`src/rtl/conv_accumulator.sv`:
```
`default_nettype none
// ============================================================================
//  Module      : conv_accumulator
//  Description : Sums KERNEL_SIZE*KERNEL_SIZE signed fixed-point products per
//                output pixel, adds a bias sampled with the first term of the
//                window, saturates to DATA_WIDTH, optionally applies ReLU, and
//                presents one result per window on a valid/ready output.
//  Revision    : 1.0 - initial release
// ============================================================================
module conv_accumulator #(
    parameter int DATA_WIDTH  = 16,
    parameter int FRAC_BIT    = 8,
    parameter int KERNEL_SIZE = 3,
    parameter int GUARD_BITS  = 4,
    parameter int RELU        = 0
) (
    input  logic                  clk,
    input  logic                  reset,
    input  logic                  in_valid,
    output logic                  in_ready,
    input  logic [DATA_WIDTH-1:0] product,
    input  logic [DATA_WIDTH-1:0] bias,
    output logic                  out_valid,
    input  logic                  out_ready,
    output logic [DATA_WIDTH-1:0] out,
    output logic                  out_sat
);

    // Window geometry and accumulator sizing.
    localparam int c_n         = KERNEL_SIZE * KERNEL_SIZE;
    localparam int c_cnt_w     = (c_n > 2) ? $clog2(c_n) : 1;
    localparam int c_acc_w     = DATA_WIDTH + GUARD_BITS;
    localparam int c_frac_bits = FRAC_BIT;  // Q format is shared by inputs and result, so no rescale

    localparam logic [c_cnt_w-1:0] c_cnt_last = c_cnt_w'(c_n - 1);

    // Clamp limits expressed at accumulator width.
    localparam logic signed [c_acc_w-1:0] c_sum_max =
        {{(GUARD_BITS + 1){1'b0}}, {(DATA_WIDTH - 1){1'b1}}};
    localparam logic signed [c_acc_w-1:0] c_sum_min =
        {{(GUARD_BITS + 1){1'b1}}, {(DATA_WIDTH - 1){1'b0}}};
    localparam logic [DATA_WIDTH-1:0] c_out_max = {1'b0, {(DATA_WIDTH - 1){1'b1}}};
    localparam logic [DATA_WIDTH-1:0] c_out_min = {1'b1, {(DATA_WIDTH - 1){1'b0}}};

    // State registers.
    logic signed [c_acc_w-1:0]    acc_q,       acc_d;
    logic        [c_cnt_w-1:0]    count_q,     count_d;
    logic        [DATA_WIDTH-1:0] bias_q,      bias_d;
    logic                         out_valid_q, out_valid_d;
    logic        [DATA_WIDTH-1:0] out_q,       out_d;
    logic                         out_sat_q,   out_sat_d;

    // Combinational datapath.
    logic                         w_accept;
    logic                         w_is_first;
    logic                         w_is_last;
    logic signed [c_acc_w-1:0]    w_prod_ext;
    logic signed [c_acc_w-1:0]    w_bias_ext;
    logic signed [c_acc_w-1:0]    w_sum;
    logic        [DATA_WIDTH-1:0] w_sat_val;
    logic                         w_sat_flag;
    logic        [DATA_WIDTH-1:0] w_result;

    // Only the closing term of a window needs a free output slot.
    assign w_is_first = (count_q == '0);
    assign w_is_last  = (count_q == c_cnt_last);
    assign in_ready   = ~w_is_last | ~out_valid_q | out_ready;
    assign w_accept   = in_valid & in_ready;

    assign w_prod_ext = {{GUARD_BITS{product[DATA_WIDTH-1]}}, product};
    assign w_bias_ext = {{GUARD_BITS{bias_q[DATA_WIDTH-1]}}, bias_q};
    assign w_sum      = acc_q + w_prod_ext + w_bias_ext;

    // Clamp the full-precision window sum into the output range.
    always_comb begin
        w_sat_val  = w_sum[DATA_WIDTH-1:0];
        w_sat_flag = 1'b0;
        if (w_sum > c_sum_max) begin
            w_sat_val  = c_out_max;
            w_sat_flag = 1'b1;
        end else if (w_sum < c_sum_min) begin
            w_sat_val  = c_out_min;
            w_sat_flag = 1'b1;
        end
    end

    // Optional rectification after saturation; the saturation flag is untouched.
    generate
        if (RELU != 0) begin : g_relu
            assign w_result = w_sat_val[DATA_WIDTH-1] ? '0 : w_sat_val;
        end else begin : g_no_relu
            assign w_result = w_sat_val;
        end
    endgenerate

    // Next-state: term accumulation, window closing and output slot handshake.
    always_comb begin
        acc_d       = acc_q;
        count_d     = count_q;
        bias_d      = bias_q;
        out_valid_d = out_valid_q;
        out_d       = out_q;
        out_sat_d   = out_sat_q;

        if (out_valid_q && out_ready) begin
            out_valid_d = 1'b0;
        end

        if (w_accept) begin
            if (w_is_first) begin
                acc_d   = w_prod_ext;
                bias_d  = bias;
                count_d = c_cnt_w'(1);
            end else if (w_is_last) begin
                // A result drained in this same cycle is replaced without a bubble.
                out_d       = w_result;
                out_sat_d   = w_sat_flag;
                out_valid_d = 1'b1;
                acc_d       = '0;
                count_d     = '0;
            end else begin
                acc_d   = acc_q + w_prod_ext;
                count_d = count_q + c_cnt_w'(1);
            end
        end
    end

    // State update with asynchronous reset discarding partial and held results.
    always_ff @(posedge clk or posedge reset) begin
        if (reset) begin
            acc_q       <= '0;
            count_q     <= '0;
            bias_q      <= '0;
            out_valid_q <= 1'b0;
            out_q       <= '0;
            out_sat_q   <= 1'b0;
        end else begin
            acc_q       <= acc_d;
            count_q     <= count_d;
            bias_q      <= bias_d;
            out_valid_q <= out_valid_d;
            out_q       <= out_d;
            out_sat_q   <= out_sat_d;
        end
    end

    assign out_valid = out_valid_q;
    assign out       = out_q;
    assign out_sat   = out_sat_q;

    // Parameter is descriptive only; keep it referenced.
    logic w_unused_frac;
    assign w_unused_frac = (c_frac_bits < 0);

endmodule
`default_nettype wire

```
`config.mk`:
```
export PLATFORM = sky130hd
export DESIGN_NAME = conv_accumulator
export DESIGN_NICKNAME = d
export VERILOG_FILES = /design/src/rtl/conv_accumulator.sv
export SDC_FILE = /design/constraint.sdc
export NUM_CORES = 1
export LEC_CHECK = 0
export ABC_AREA = 1
export BUFFER_PORTS_ARGS = -buffer_cell sky130_fd_sc_hd__buf_2
export CORE_ASPECT_RATIO = 1.25
export CORE_MARGIN = 2
export CORE_UTILIZATION = 54
export DETAILED_ROUTE_END_ITERATION = 10
export HOLD_SLACK_MARGIN = 0.03
export PLACE_DENSITY = 0.78
export SYNTH_ARGS = -nofsm -noshare
export SYNTH_HDL_FRONTEND = slang
export SYNTH_SLANG_ARGS = --single-unit
```
`constraint.sdc`:
```
create_clock -name clk -period 3.77 [get_ports clk]
set_input_delay 0.1885 -clock clk [delete_from_list [all_inputs] [get_ports clk]]
set_output_delay 0.1885 -clock clk [all_outputs]
set_load 0.01 [all_outputs]
```
==> flow_summary.toml <==
[sta]
fmax_mhz = 253
fin_ws_ps = -183
fin_crit_sh_pct = 105
hold_viol = 0
finalSetupViolations = 16
maxSlewViolCount = 0
min_period_ps = 3950
relSlewSlack_pct = 50.7
worst_pin_slew_ps = 739
rsz0062_at_grt = "yes"
fin_skew_ps = 10.4

[setup_path]
worst_path_largest_cell_delay_ps = 410
crit_required_ps = 4030
worstSetupPathType = "flip-flop to flip-flop"
cp-start-kind = "flip-flop"
critPathSlowestCell = "dfrtp_1"
cp_max_fo = 8
crit_chain = "ha_4 > a21oi_2 > o21ai_2 > nand2_1 > o211ai_1 > a31oi_1 > buf_4 > o21bai_4 > or2_4 > and2_4 > ha_4 > nand2_1 > nor3_1 > nand2_1 > nand2_1 > nand2_1 > nand2_2 > nand4_1 > buf_4 > nand3_4 > buf_4 > nand2_2 > nand2_1 > nand2_1"
cpMostUsedCell = "nand2_1"
arrival_ps = 4210
worstSetupEndpointType = "flip-flop"

[die]
dieHeight_um = 110
dieArea_sq_um = 9700
core_area_sq_um = 8700
die_w_um = 88.5
row_count = 38
start_util_pct = 55.4
ios = 55

[worst_hold_path]
hold_path_class = "input pin to flip-flop"

[routing]
drt_iter0_markers = 335
ant_nets = 0
routedWlPerCell_um = 15.4
drc = 0
drt-total-wl_mm = 14.0
firstDrtPassIters = 7
route.vias.total = 5090
viasPerCell = 5.62

[clock_network]
cts_inserted_buffers = 9
cts-root-buf = "clkbuf_8"
clock_latency_ps = 370
path_clk_slew_ps = 70
numClockSinks = 58
cts_tree = "done"
clock_path_buffers = 2
htreeDepth = 3

[logic_synthesis]
synth_edf_count = 0
synthXorXnorAreaFrac_pct = 5.27
ys_seq_area_share_pct = 30.1
synthAdderAreaFrac_pct = 11.7
synth.top_cells.by_count = "nand2_1 (278), inv_1 (63), dfrtp_1 (58), ha_1 (42), nor2_1 (36)"
netlist_instances = 689
syn-num-nets = 769
netlist_top_cells_area = "dfrtp_1 (30%), nand2_1 (22%), ha_1 (11%)"
synth_compound_area_share_pct = 10.8
syn_avg_cell_area_sq_um = 7.00
synth_ff_type = "dfrtp_1"
ys_types = 41
ys.warnings.count = 0
ys_ff_latch = 58
yosysMostFrequentCell = "nand2_1"
synth_top_family_by_area = "simple AND/OR/NAND/NOR gates"
synthSimpleGateAreaFrac_pct = 35.7
muxShareOfSynthArea_pct = 0
synth_top_area_share_pct = 30.1
synth_area_leader_cell = "dfrtp_1"
synth-async-reset-ratio_pct = 100
syn_area_sq_um = 4820

[global_routing]
antenna_found_initial = 0
grt_pass1_wl_mm = 20.2
track_usage_pct = 26.7
grt_max_degree = 33
grt_overflow = 0
grt_pass1_vias = 4601

[flow_run]
cap_violations = 0

[finish]
fin_area_sq_um = 6240
layout-drive-gt1-share_pct = 28.0
area_growth_pct = 29.4
nets = 862
diodes = 0

[place]
place_area_sq_um = 5300
port_buffers = 54
routabilityCongestion = 0.961
dp_hpwl_mm = 9.23

[run_status]
violations = "negative setup slack"
status = "finished with violations"
## area by class of cell
type / instances / area, sq um
Sequential cell: 58 / 1450
Fill cell: 678 / 2460
Timing Repair Buffer: 91 / 606
Clock inverter: 2 / 35.0
Clock buffer: 13 / 169
Inverter: 67 / 251
Multi-Input combinational cell: 555 / 3580
Tap cell: 120 / 150
## cell families after synthesis
kind of cell,count (synthesis)
AO/OA/AOI/OAI,85
XOR/XNOR,29
adder cells (fa/ha/maj),44
buffers and inverters,77
flip-flops,58
AND/OR/NAND/NOR,396
## through the flow
stage          TNS (ps)  setup WS [ps]  cells  util (%)  hold WS, ps
2_1_floorplan         0            183    689         -          287
3_3_place_gp          0           15.6    867      61.0          261
3_5_place_dp       -818          -68.6    867      61.0          274
4_1_cts               0           1.23    893      65.1         35.0
5_1_grt           -6110           -402    906      71.7         48.1
6_report          -2530           -183    906      71.7         35.4
## per-layer routing
| layer | track usage, % | up-vias | routed length, um |
|---|---|---|---|
| met5 | 0 | - | 0 |
| met4 | 12.6 | 0 | 813 |
| met3 | 3.98 | 68 | 839 |
| met2 | 45.9 | 235 | 6960 |
| met1 | 32.4 | 2371 | 5380 |
| li1 | - | 2416 | - |
## sequential cells by signal, indices dropped and copies added (netlist names)
name / cells
out_sat: 1
out: 16
bias_q: 16
acc_q: 20
out_valid: 1
count_q: 4
## worst paths after layout
path                          start        end  slack [ps]  cells past startpoint
hold reg to reg              out[4]     out[4]         470                      2
hold / removal              bias[7]  bias_q[7]          40                      3
max in group asynchronous     reset  acc_q[11]        2530                      4
setup reg to reg           acc_q[5]    out_sat        -180                     24
min in group asynchronous     reset     out[2]         410                      3
setup / recovery           acc_q[5]    out_sat        -180                     24
## timing repair
action                     in CTS  in global routing
setup endpoints to repair      16                 17
cloned                          0                  2
resized for setup               8                 91
hold buffers                   11                  0
setup buffers                   0                 12
pin swaps                       0                 32
hold endpoints to repair       36                  0
## layout by cell type, fill, tap and decap left out, types with 2 or more instances in the layout
cell and instances:
inv_2 6, xor2_1 14, a211oi_2 2, inv_1 60
nand2_4 2, nand4_1 8, nor2_1 32, clkbuf_8 12
nand3_1 26, a21oi_4 4, ha_2 4, nor2_4 3
dfrtp_1 58, xnor2_1 9, ha_4 12, o21ai_0 14
and2_4 4, nand2_2 35, nor3_2 2, a21oi_2 15
buf_4 24, nand3_2 9, ha_1 26, buf_2 54
nor2_2 8, xor2_2 3, nand2_1 257, a21oi_1 20
dlygate4sd3_1 11, a22oi_1 12, nor3_1 2, nand3_4 5
o211ai_1 2, o22ai_1 3, a21o_1 3
## worst max-delay path: cells and delay by family, from the launching register on
family / cells / cell delay, ps
buffers and inverters: 3 / 480
flip-flops: 1 / 410
adder cells (fa/ha/maj): 2 / 560
AO/OA/AOI/OAI: 5 / 740
AND/OR/NAND/NOR: 14 / 1640
Power is not shown: default switching activity piles up to over one toggle a cycle in this logic, so the estimate is an artifact.
